File: src/rtl/div_unit_if.sv
// Handshake/result bundle between the execute stage and the sequential divider.
interface div_unit_if #(
  parameter int WIDTH = 32
);
  logic             start;
  logic [WIDTH-1:0] dividend;
  logic [WIDTH-1:0] divisor;
  logic             busy;
  logic             result_ready;
  logic [WIDTH-1:0] quotient;
  logic [WIDTH-1:0] remainder;
  logic             exception;

  modport master (
    output start, dividend, divisor,
    input  busy, result_ready, quotient, remainder, exception
  );

  modport slave (
    input  start, dividend, divisor,
    output busy, result_ready, quotient, remainder, exception
  );
endinterface

File: src/rtl/div_unit.sv
// Signed restoring divider: one quotient bit per clock on operand magnitudes,
// sign-corrected on entry to DONE. Divide-by-zero and MIN/-1 finish in one cycle.
module div_unit #(
  parameter int WIDTH = 32
) (
  input logic   clock,
  input logic   resetn,
  div_unit_if.slave bus
);
  // state | meaning
  // IDLE  | waiting for start
  // RUN   | one trial subtraction per cycle, WIDTH steps
  // DONE  | results presented, result_ready pulse
  localparam int CW = $clog2(WIDTH);
  localparam logic [WIDTH-1:0] MIN_NEG = {1'b1, {(WIDTH-1){1'b0}}};

  typedef enum logic [1:0] {IDLE, RUN, DONE} state_t;

  state_t           state_q;
  logic [CW-1:0]    cnt_q;
  logic [WIDTH:0]   r_q;
  logic [WIDTH-1:0] q_q;
  logic [WIDTH-1:0] dvs_q;
  logic             sign_diff_q;
  logic             dvd_neg_q;
  logic             busy_q;
  logic             ready_q;
  logic [WIDTH-1:0] quot_q;
  logic [WIDTH-1:0] rem_q;
  logic             exc_q;

  logic [WIDTH-1:0] dvd_mag_d;
  logic [WIDTH-1:0] dvs_mag_d;
  logic             div_zero_d;
  logic             ovf_d;
  logic [WIDTH+1:0] shifted_d;
  logic             ge_d;
  logic [WIDTH:0]   r_d;
  logic [WIDTH-1:0] q_d;
  logic [WIDTH-1:0] quot_fix_d;
  logic [WIDTH-1:0] rem_fix_d;

  // -MIN_NEG wraps to itself, which is exactly its unsigned magnitude
  always_comb begin
    dvd_mag_d  = bus.dividend[WIDTH-1] ? -bus.dividend : bus.dividend;
    dvs_mag_d  = bus.divisor[WIDTH-1]  ? -bus.divisor  : bus.divisor;
    div_zero_d = (bus.divisor == '0);
    ovf_d      = (bus.dividend == MIN_NEG) && (bus.divisor == '1);

    shifted_d  = {r_q, q_q[WIDTH-1]};
    ge_d       = (shifted_d >= {2'b00, dvs_q});
    r_d        = ge_d ? (shifted_d[WIDTH:0] - {1'b0, dvs_q}) : shifted_d[WIDTH:0];
    q_d        = {q_q[WIDTH-2:0], ge_d};

    quot_fix_d = sign_diff_q ? -q_d : q_d;
    rem_fix_d  = dvd_neg_q ? -r_d[WIDTH-1:0] : r_d[WIDTH-1:0];
  end

  always_ff @(posedge clock or negedge resetn) begin
    if (!resetn) begin
      state_q     <= IDLE;
      cnt_q       <= '0;
      r_q         <= '0;
      q_q         <= '0;
      dvs_q       <= '0;
      sign_diff_q <= 1'b0;
      dvd_neg_q   <= 1'b0;
      busy_q      <= 1'b0;
      ready_q     <= 1'b0;
      quot_q      <= '0;
      rem_q       <= '0;
      exc_q       <= 1'b0;
    end else if (bus.start) begin
      // start in any state reloads; an aborted run never reaches DONE
      cnt_q       <= '0;
      r_q         <= '0;
      q_q         <= dvd_mag_d;
      dvs_q       <= dvs_mag_d;
      sign_diff_q <= bus.dividend[WIDTH-1] ^ bus.divisor[WIDTH-1];
      dvd_neg_q   <= bus.dividend[WIDTH-1];
      busy_q      <= 1'b1;
      if (div_zero_d || ovf_d) begin
        state_q <= DONE;
        ready_q <= 1'b1;
        quot_q  <= div_zero_d ? '0 : MIN_NEG;
        rem_q   <= '0;
        exc_q   <= 1'b1;
      end else begin
        state_q <= RUN;
        ready_q <= 1'b0;
      end
    end else begin
      case (state_q)
        RUN: begin
          r_q   <= r_d;
          q_q   <= q_d;
          cnt_q <= cnt_q + 1'b1;
          if (cnt_q == CW'(WIDTH-1)) begin
            state_q <= DONE;
            ready_q <= 1'b1;
            quot_q  <= quot_fix_d;
            rem_q   <= rem_fix_d;
            exc_q   <= 1'b0;
          end
        end
        DONE: begin
          state_q <= IDLE;
          busy_q  <= 1'b0;
          ready_q <= 1'b0;
        end
        default: begin
          state_q <= IDLE;
        end
      endcase
    end
  end

  assign bus.busy         = busy_q;
  assign bus.result_ready = ready_q;
  assign bus.quotient     = quot_q;
  assign bus.remainder    = rem_q;
  assign bus.exception    = exc_q;
endmodule

File: src/flat_wrapper.sv
// flat-port wrapper written by rule: the top's interface ports become plain ports
module div_unit_flat 
#(
  parameter int WIDTH = 32
)
  (clock, resetn, bus_start, bus_dividend, bus_divisor, bus_busy, bus_result_ready, bus_quotient, bus_remainder, bus_exception);
  div_unit_if #(.WIDTH(WIDTH)) bus_i ();
  input logic clock;
  input logic resetn;
  input wire logic [$bits(bus_i.start)-1:0] bus_start;
  input wire logic [$bits(bus_i.dividend)-1:0] bus_dividend;
  input wire logic [$bits(bus_i.divisor)-1:0] bus_divisor;
  output wire logic [$bits(bus_i.busy)-1:0] bus_busy;
  output wire logic [$bits(bus_i.result_ready)-1:0] bus_result_ready;
  output wire logic [$bits(bus_i.quotient)-1:0] bus_quotient;
  output wire logic [$bits(bus_i.remainder)-1:0] bus_remainder;
  output wire logic [$bits(bus_i.exception)-1:0] bus_exception;
  assign bus_i.start = bus_start;
  assign bus_i.dividend = bus_dividend;
  assign bus_i.divisor = bus_divisor;
  assign bus_busy = bus_i.busy;
  assign bus_result_ready = bus_i.result_ready;
  assign bus_quotient = bus_i.quotient;
  assign bus_remainder = bus_i.remainder;
  assign bus_exception = bus_i.exception;
  div_unit #(.WIDTH(WIDTH)) u_core (.clock(clock), .resetn(resetn), .bus(bus_i));
endmodule
File: config.mk
export PLATFORM = sky130hd
export DESIGN_NAME = div_unit_flat
export DESIGN_NICKNAME = d
export VERILOG_FILES = /design/src/rtl/div_unit_if.sv /design/src/rtl/div_unit.sv /design/src/flat_wrapper.sv
export SDC_FILE = /design/constraint.sdc
export NUM_CORES = 1
export LEC_CHECK = 0
export ABC_AREA = 1
export CAP_MARGIN = 20
export CORE_MARGIN = 2
export CORE_UTILIZATION = 30
export DETAILED_ROUTE_END_ITERATION = 6
export PLACE_DENSITY = 0.46
export SETUP_SLACK_MARGIN = 0.3
export SLEW_MARGIN = 10
export SYNTH_ARGS = -nofsm -noshare
export SYNTH_HDL_FRONTEND = slang
export SYNTH_SLANG_ARGS = --single-unit
export TNS_END_PERCENT = 30
File: constraint.sdc
create_clock -name clock -period 11.2 [get_ports clock]
set_input_delay 1.12 -clock clock [delete_from_list [all_inputs] [get_ports clock]]
set_output_delay 1.12 -clock clock [all_outputs]
set_load 0.01 [all_outputs]
Yosys cells after proc, flatten, opt, wreduce, memory -nomap -nowiden
Cells that the tools add are included.
{ "word_totals": {"ff_bits": 173, "in_bits": 67, "out_inout_bits": 67, "wordCells": 70} }
{ "classes": {"n_addsub": 6, "magnitude_cmp": 1, "n_eq_ne": 7, "mux": 34, "n_bitwise": 1, "reduce_logical": 9} }
{ "ops": {"columns": ["cell", "n"], "rows": [
  ["32-bit two-way mux", 15],
  ["32-bit negation", 4],
  ["33-bit two-way mux", 3],
  ["32-bit == test (second input constant)", 2],
  ["34-bit by 32-bit >= comparator with 1-bit output", 1],
  ["33-bit by 32-bit subtractor with 33-bit output", 1],
  ["32-bit zero test", 1],
  ["5-bit two-way mux", 2],
  ["1-bit two-way mux", 9],
  ["2-bit two-way mux", 4],
  ["2-bit nonzero test", 3],
  ["5-bit by 1-bit adder with 5-bit output (second input constant)", 1],
  ["5-bit == test (second input constant)", 1],
  ["3-bit by 2-bit inequality test with 1-bit output (second input constant)", 1],
  ["3-bit AND reduction", 1],
  ["3-bit nonzero test", 1],
  ["2-bit by 1-bit == test with 1-bit output (second input constant)", 1],
  ["2-bit == test (second input constant)", 1],
  ["2-bit by 1-bit inequality test with 1-bit output (second input constant)", 1],
  ["1-bit case mux with 2 select lines", 1],
  ["2-bit AND reduction", 1],
  ["1-bit logical AND", 1],
  ["1-bit logical OR", 1],
  ["1-bit bitwise XOR", 1]
]} }

Logic depth before layout (Yosys ltp)
Gate-level depths: netlist (run 1).
{ "logic_depth": {"word_depth": 7, "mapped_depth": 26, "ltp_nobuf": 25} }

Worst setup path after synthesis (run 1)
No wires, ideal clock.
{ "synth_path": {"path_type": "flip-flop to flip-flop", "from": "reg u_core.q_q[31]", "to": "reg u_core.quot_q[30] (netlist: u_core.bus.quotient[30])", "setup_ps": 76, "arrival_time_ps": 3561, "t_required_ps": 11124, "path_slack_ps": 7562, "path_stages_with_launch": 24, "n_path_buf": 1, "synth_period_minus_slack_ps": 3638, "cell_sequence": "dfrtp_1 inv_1 ha_1 inv_1 fa_1 nand3_1 nand3_2 nand2_2 nand2_2 nand2_4 nand2_8 inv_2 buf_2 ha_1 nand4_1 nand3b_1 nor3_1 nand2_1 o21ai_1 nand2_1 a21oi_1 o21ai_0 xor2_1 o21ai_1"} }
{ "synth_between": {"elab_chain_len": 6} }
{ "synth_rtl": {"columns": ["element", "line", "source"], "rows": [
  ["start: declaration", "div_unit.sv:22", "logic [WIDTH-1:0] q_q;"],
  ["start signal: assignment", "div_unit.sv:77", "q_q <= dvd_mag_d;"],
  ["start signal: assignment", "div_unit.sv:96", "q_q <= q_d;"],
  ["34-bit by 32-bit >= comparator with 1-bit output", "div_unit.sv:51", "ge_d = (shifted_d >= {2'b00, dvs_q});"],
  ["32-bit negation", "div_unit.sv:55", "quot_fix_d = sign_diff_q ? -q_d : q_d;"],
  ["32-bit two-way mux", "div_unit.sv:55", null],
  ["32-bit two-way mux", "div_unit.sv:98", "if (cnt_q == CW'(WIDTH-1)) begin"],
  ["32-bit two-way mux", "div_unit.sv:93", "case (state_q)"],
  ["32-bit two-way mux", "div_unit.sv:73", "end else if (bus.start) begin"],
  ["end signal: assignment", "div_unit.sv:85", "quot_q <= div_zero_d ? '0 : MIN_NEG;"],
  ["end signal: assignment", "div_unit.sv:101", "quot_q <= quot_fix_d;"],
  ["end: declaration", "div_unit.sv:28", "logic [WIDTH-1:0] quot_q;"]
]} }
Every way passes these cells. The select of a mux whose other input is x is not followed.
A chain may end at the register's enable or synchronous reset.

Final worst setup path (run 1)
{ "layout_path": {"from": "reg u_core.dvs_q[14]", "to": "reg u_core.quot_q[30] (netlist: u_core.bus.quotient[30])"} }
{ "layout_between": {"elab_chain_len": 6} }
{ "layout_rtl": {"columns": ["element", "line", "source"], "rows": [
  ["start: declaration", "div_unit.sv:23", "logic [WIDTH-1:0] dvs_q;"],
  ["start signal: assignment", "div_unit.sv:78", "dvs_q <= dvs_mag_d;"],
  ["34-bit by 32-bit >= comparator with 1-bit output", "div_unit.sv:51", null],
  ["32-bit negation", "div_unit.sv:55", null],
  ["32-bit two-way mux", "div_unit.sv:55", null],
  ["32-bit two-way mux", "div_unit.sv:98", null],
  ["32-bit two-way mux", "div_unit.sv:93", null],
  ["32-bit two-way mux", "div_unit.sv:73", null]
]} }
Every way passes these cells. The select of a mux whose other input is x is not followed.

==> results of run 1 <==
[layout make-up]
| class | instances | area, um2 | area share, % |
|---|---|---|---|
| multi-input combinational | 1440 | 7440 | 48.0 |
| sequential | 173 | 4330 | 27.9 |
| timing repair buffer | 147 | 1460 | 9.41 |
| inverter | 262 | 983 | 6.34 |
| tap | 585 | 732 | 4.72 |
| clock buffer | 17 | 425 | 2.74 |
| clock inverter | 15 | 146 | 0.943 |
[sequential cells by signal, summed over array words and instances (netlist names), 2 cells and up]
signal,cells
u_core.q_q,32
u_core.bus.remainder,32
u_core.dvs_q,32
u_core.bus.quotient,32
u_core.state_q,2
u_core.r_q,33
u_core.cnt_q,5
[how the worst min path moves through the flow]
stage | startpoint | to | slack [ns] | cells after the start
2_1_floorplan | u_core.cnt_q[3] | u_core.cnt_q[3] | 0.43 | 1
3_3_place_gp | u_core.cnt_q[3] | u_core.cnt_q[3] | 0.46 | 1
3_5_place_dp | u_core.bus.busy | u_core.bus.busy | 0.46 | 2
4_1_cts | u_core.cnt_q[3] | u_core.cnt_q[3] | 0.48 | 1
5_1_grt | u_core.bus.remainder[16] | u_core.bus.remainder[16] | 0.50 | 2
6_report | u_core.cnt_q[3] | u_core.cnt_q[3] | 0.48 | 1
[logic make-up after synthesis]
| kind of cell | Yosys count | synth area share, % |
|---|---|---|
| adders and majority gates | 40 | 3.89 |
| DFF | 173 | 33.2 |
| xor gates and xnor gates | 82 | 5.50 |
| AOI/OAI and AO/OA | 281 | 12.8 |
| buffers and inverters | 323 | 9.85 |
| and+or+nand+nor | 1037 | 34.8 |
[layout by cell type (no fill, tap or decap), drive strengths merged, types with 2 or more instances in the layout]
cell           count
ha                39
nand2            629
clkinv             8
a31oi              3
a21oi             64
and2               3
o22ai             11
inv              267
xor2              64
a32o               2
clkbuf            18
o211ai             4
nand4             20
o221ai            29
o21ai            150
xnor2             18
nor4              14
dfrtp            173
nor3              36
clkdlybuf4s50    132
o31ai              3
nand3b             6
a22o               2
o41ai              3
or2                6
nand3            150
buf               14
clkinvlp           2
nor2             171
o21bai             4
[cell usage after synthesis (11+ instances only)]
cell type,instances,area [um2]
a21oi_1,61,305
clkbuf_1,41,154
dfrtp_1,173,4330
ha_1,39,488
inv_1,242,908
inv_2,15,56.3
nand2_1,599,2250
nand2_2,24,150
nand3_1,141,706
nand4_1,20,125
nor2_1,145,544
nor2_2,19,119
nor3_1,33,165
nor4_1,14,87.6
o21ai_0,126,631
o21ai_1,19,95.1
o221ai_1,29,254
o22ai_1,11,68.8
xnor2_1,18,158
xor2_1,64,561
[per-layer routing]
metal,GRT usage (%),part of all wire [%],up-vias
met2,34.4,46,266
met4,6.78,2.4,0
met3,3.38,3.9,53
met5,0,0,-
met1,29.7,48,6031
li1,-,-,6455
[critical path, stage by stage, from the launching register on]
cell	delay, ns
dfrtp_1	0.39
inv_1	0.15
ha_1	0.32
nand2_1	0.18
nor2_1	0.10
nand2_1	0.10
nor2_1	0.05
nand2_1	0.09
nand3_2	0.13
nor2_8	0.31
nand2_8	0.31
inv_2	0.36
ha_1	0.26
nand4_1	0.13
nand3b_1	0.24
nor3_1	0.48
nand2_1	0.15
o21ai_1	0.27
nand2_1	0.13
a21oi_1	0.22
o21ai_0	0.14
xor2_1	0.17
o21ai_1	0.12
[power breakdown]
| part | total (mW) | internal [mW] | switching [mW] |
|---|---|---|---|
| combinational | 2.01 | 0.581 | 1.42 |
| clock | 0.605 | 0.296 | 0.309 |
| sequential | 0.785 | 0.700 | 0.0847 |
[metrics by stage]
step | util [%] | instance area, um2 | std cells | setup WS, ns
after floorplan | - | 13100 | 1936 | 7.56
after global placement | 34.7 | 14900 | 2606 | 5.76
after detailed placement | 34.7 | 14900 | 2606 | 5.67
after CTS | 36.0 | 15500 | 2638 | 6.19
after global routing | 36.1 | 15500 | 2639 | 5.90
final | 36.1 | 15500 | 2639 | 6.31
==> results.py, run 1 <==
metrics = {
    "status": {
        "status": "completed",
    },
    "grt": {
        "grt_pass1_vias": 12700,
        "grt-ovfl-total": 0,
        "grt_pass1_wl_um": 73300,
        "antenna_found_initial": 0,
        "grtUsageTotal_pct": 21.5,
        "grt_max_degree": 79,
    },
    "sta": {
        "max_slew_margin_pct": 30.3,
        "fmax_mhz": 205,
        "holdWs_ns": 0.478,
        "hold_viol_final": 0,
        "rsz0062_at_grt": "no",
        "period_share_pct": 43.6,
        "fin_skew_ns": 0.0151,
        "worst_slew_pin_slew_ns": 1.04,
        "slew_viol_final": 0,
        "period_minus_slack_ns": 4.89,
        "fin_setup_tns_ns": 0,
        "setup_viol": 0,
    },
    "pwr": {
        "report.power.total_mw": 3.40,
        "max-vdd-ir-drop_mv": 0.105,
        "powerDensity_nw_per_um2": 219,
        "p_leak_nw": 7.49,
    },
    "floorplanning": {
        "die_w_um": 213,
        "io_pins": 134,
        "dieArea_um2": 45200,
        "die_h_um": 213,
        "start_util_pct": 30.4,
        "core_um2": 43000,
        "fp-row-count": 76,
    },
    "logic_synthesis": {
        "synth_nets": 2043,
        "ys_types": 55,
        "avgSynthCellArea_um2": 6.74,
        "ys.flop_type": "dfrtp_1",
        "seq_area_frac_synth_pct": 33.2,
        "syn-cell-area_um2": 13100,
        "ys_ff_latch": 173,
        "synth_cells": 1936,
        "synthArstFlopShare_pct": 100,
        "synth_edf_count": 0,
        "yosys_warnings": 0,
    },
    "cts": {
        "cts_max_path_buffers": 2,
        "cts.sinks": 173,
        "path_clk_slew_ns": 0.08,
        "cts_buffers": 17,
        "ctsHtreeMaxLevel": 4,
        "tritoncts": "built",
        "post_cts_buffers": 0,
        "cts_resized": 0,
        "clkLatencyLatePin_ns": 0.47,
        "cts_hold_buf": 0,
        "clock-root-buffer": "clkbuf_16",
    },
    "worst_setup_path": {
        "reg2reg_depth": 22,
        "critPathLaunchType": "register",
        "path_class": "reg -> reg",
        "cp-startpoint": "u_core.dvs_q[14]",
        "reg2reg_to": "u_core.bus.quotient[30]",
        "cp-end-kind": "register",
        "crit_fanout": 49,
        "r2r-start": "u_core.dvs_q[14]",
        "rrSetupSlack_ns": 6.31,
        "cp-endpoint": "u_core.bus.quotient[30]",
        "worstPathArrival_ns": 5.28,
        "worstPathRequired_ns": 11.59,
    },
    "drt": {
        "ant_nets": 0,
        "route.detailed.wl_per_inst_um": 17.8,
        "drtIter0Drc": 873,
        "drt-pass1-iter-count": 5,
        "drc": 0,
        "vias_per_cell": 4.85,
        "drt-total-wl_um": 46900,
        "route.vias.total": 12800,
    },
    "flow_run": {
        "cap_violations": 0,
    },
    "placement": {
        "dpl.hpwl_um": 36600,
        "gp_congestion": 0.883,
        "portBuffers": 133,
    },
    "finish": {
        "area_growth_pct": 18.9,
        "num_antenna_cells": 0,
        "nets": 2148,
        "drive_above_1_share_pct": 7.21,
        "nFillCells": 4721,
    },
    "min_path": {
        "min_path_type": "reg -> reg",
    },
}
No activity file was read; power rests on OpenSTA's default activity.
==> inputs of run 2 (changes only) <==
- clock period: 11.2 -> 4.6 ns (I/O delays scaled with it)
==> run 2 against run 1 <==
  * Sequential power rose by 140%
  * Via count grew 1.6%
  * Critical path depth shrank 1
  * Critical path type unchanged
  * Largest power group unchanged
==> results.py, run 2 (synthesis gave the netlist of run 1 again) <==
metrics = {
    "flow_run": {
        "cap_violations": 0,
    },
    "finish": {
        "layout_common_cells": "nand2_1, inv_1, dfrtp_1, nor2_1, nand3_1",
        "multiInputGateArea_um2": 7460,
        "final_util_pct": 36.2,
        "finalInstanceArea_um2": 15600,
        "nFillCells": 4764,
        "drive_above_1_share_pct": 7.42,
        "nets": 2155,
        "area_growth_pct": 19.3,
        "seqCellArea_um2": 4330,
        "largest_reg_flops": 33,
        "num_antenna_cells": 0,
        "final_common_cell": "nand2_1",
        "regMostFlops": "u_core.r_q",
        "fin_cells": 2646,
    },
    "cts": {
        "clock-root-buffer": "clkbuf_16",
        "clkLatencyLatePin_ns": 0.47,
        "cts_buffers": 17,
        "tritoncts": "built",
        "cts_max_path_buffers": 2,
        "cts.sinks": 173,
        "path_clk_slew_ns": 0.08,
        "ctsHtreeMaxLevel": 4,
    },
    "grt": {
        "antenna_found_initial": 0,
        "grtUsageTotal_pct": 22.1,
        "grt_max_degree": 152,
        "grt_pass1_vias": 12800,
        "grt-ovfl-total": 0,
        "grt_pass1_wl_um": 74800,
    },
    "pwr": {
        "report.power.total_mw": 8.47,
        "powerDensity_nw_per_um2": 544,
        "p_leak_nw": 7.50,
        "max-vdd-ir-drop_mv": 0.363,
    },
    "placement": {
        "dpl.hpwl_um": 37600,
        "place_area_um2": 15000,
        "placed_cells": 2610,
        "portBuffers": 133,
        "dpl_worst_slack_ns": 0.552,
        "gp_congestion": 0.938,
    },
    "floorplanning": {
        "fp-row-count": 76,
        "die_h_um": 213,
        "start_util_pct": 30.4,
        "core_um2": 43000,
        "dieArea_um2": 45200,
        "die_w_um": 213,
        "io_pins": 134,
    },
    "worst_setup_path": {
        "cp_num_buf_inv": 2,
        "cp-endpoint": "u_core.bus.remainder[24]",
        "cp_slowest_cell": "ha_1",
        "reg2reg_to": "u_core.bus.remainder[24]",
        "path_delay_family": "simple AND/OR/NAND/NOR gates",
        "cp-startpoint": "u_core.dvs_q[18]",
        "cp_cell_sequence": "inv_1 > ha_1 > nand2_1 > nor2_1 > nand2_1 > nor2_2 > nand2_8 > nand2_8 > buf_6 > nand2_4 > o21ai_4 > ha_1 > nand3_1 > nor2_4 > nand2_2 > nor2_1 > nand2_1 > nand2_1 > nand3_1 > nand2_1 > o21ai_1",
        "crit_fanout": 29,
        "reg2reg_depth": 21,
        "rrSetupSlack_ns": 0.63,
        "cp-end-kind": "register",
        "slowest_delay_ns": 0.43,
        "r2r-start": "u_core.dvs_q[18]",
        "cp.depth": 21,
        "worstPathArrival_ns": 4.32,
        "critPathLaunchType": "register",
        "path_class": "reg -> reg",
        "crit_top_cell": "nand2_1",
        "worstPathRequired_ns": 4.95,
    },
    "min_path": {
        "min_path_type": "in -> async",
    },
    "sta": {
        "fmax_mhz": 252,
        "period_share_pct": 86.4,
        "worst_slew_pin_slew_ns": 1.04,
        "final.setup.worst_slack_ns": 0.627,
        "fin_skew_ns": 0.0141,
        "setup_viol": 0,
        "hold_viol_final": 0,
        "fin_setup_tns_ns": 0,
        "holdWs_ns": 0.430,
        "slew_viol_final": 0,
        "period_minus_slack_ns": 3.97,
        "max_slew_margin_pct": 30.9,
        "rsz0062_at_grt": "yes",
    },
    "drt": {
        "route.vias.total": 13000,
        "drc": 0,
        "drtIter0Drc": 937,
        "ant_nets": 0,
        "route.detailed.wl_per_inst_um": 18.3,
        "vias_per_cell": 4.92,
        "drt-total-wl_um": 48300,
        "drt-pass1-iter-count": 5,
    },
    "status": {
        "status": "completed",
    },
}
-- run 2: cell count changes in the layout (fill, tap and decap cells not counted), sizes merged --
cell and change:
clkbuf +2, inv -2, bufinv +1, clkinv -1, buf +6, dlygate4sd3 +1
-- run 2: routing by layer --
metal | vias to the layer above | global-route usage (%) | wire, um | share of wire (%)
met1 | 6168 | 30.1 | 22700 | 47
met2 | 301 | 35.4 | 22300 | 46
li1 | 6489 | - | - | -
met4 | 0 | 6.80 | 1180 | 2.4
met3 | 57 | 3.87 | 2130 | 4.4
met5 | - | 0 | 0 | 0
-- run 2: layout make-up --
| class | instances | area share, % |
|---|---|---|
| sequential | 173 | 27.8 |
| clock buffer | 19 | 2.78 |
| multi-input combinational | 1440 | 47.9 |
| timing repair buffer | 154 | 9.71 |
| inverter | 262 | 6.31 |
| tap | 585 | 4.70 |
| clock inverter | 13 | 0.819 |
-- run 2: how the worst min path moves through the flow --
| stage | endpoint | start | slack, ns | depth (start not counted) |
|---|---|---|---|---|
| finish | u_core.dvs_q[15] | resetn | 0.43 | 2 |
| global route | u_core.dvs_q[16] | resetn | 0.44 | 2 |
| CTS | u_core.dvs_q[15] | resetn | 0.43 | 2 |
| detailed placement | u_core.dvs_q[15] | resetn | 0.37 | 1 |
| global placement | u_core.dvs_q[15] | resetn | 0.37 | 1 |
| floorplan | u_core.bus.busy | resetn | 0.16 | 0 |
-- run 2: power breakdown --
group	total, mW	internal, mW	switching (mW)
clock network	1.47	0.758	0.713
logic	5.10	1.48	3.62
registers	1.90	1.71	0.195
-- run 2: what timing repair did --
action	in CTS	in global routing
hold buffers	1	0
resized for setup	0	3
hold endpoints to repair	22	0
endpoints found under the setup margin	0	6
buffers inserted	0	3
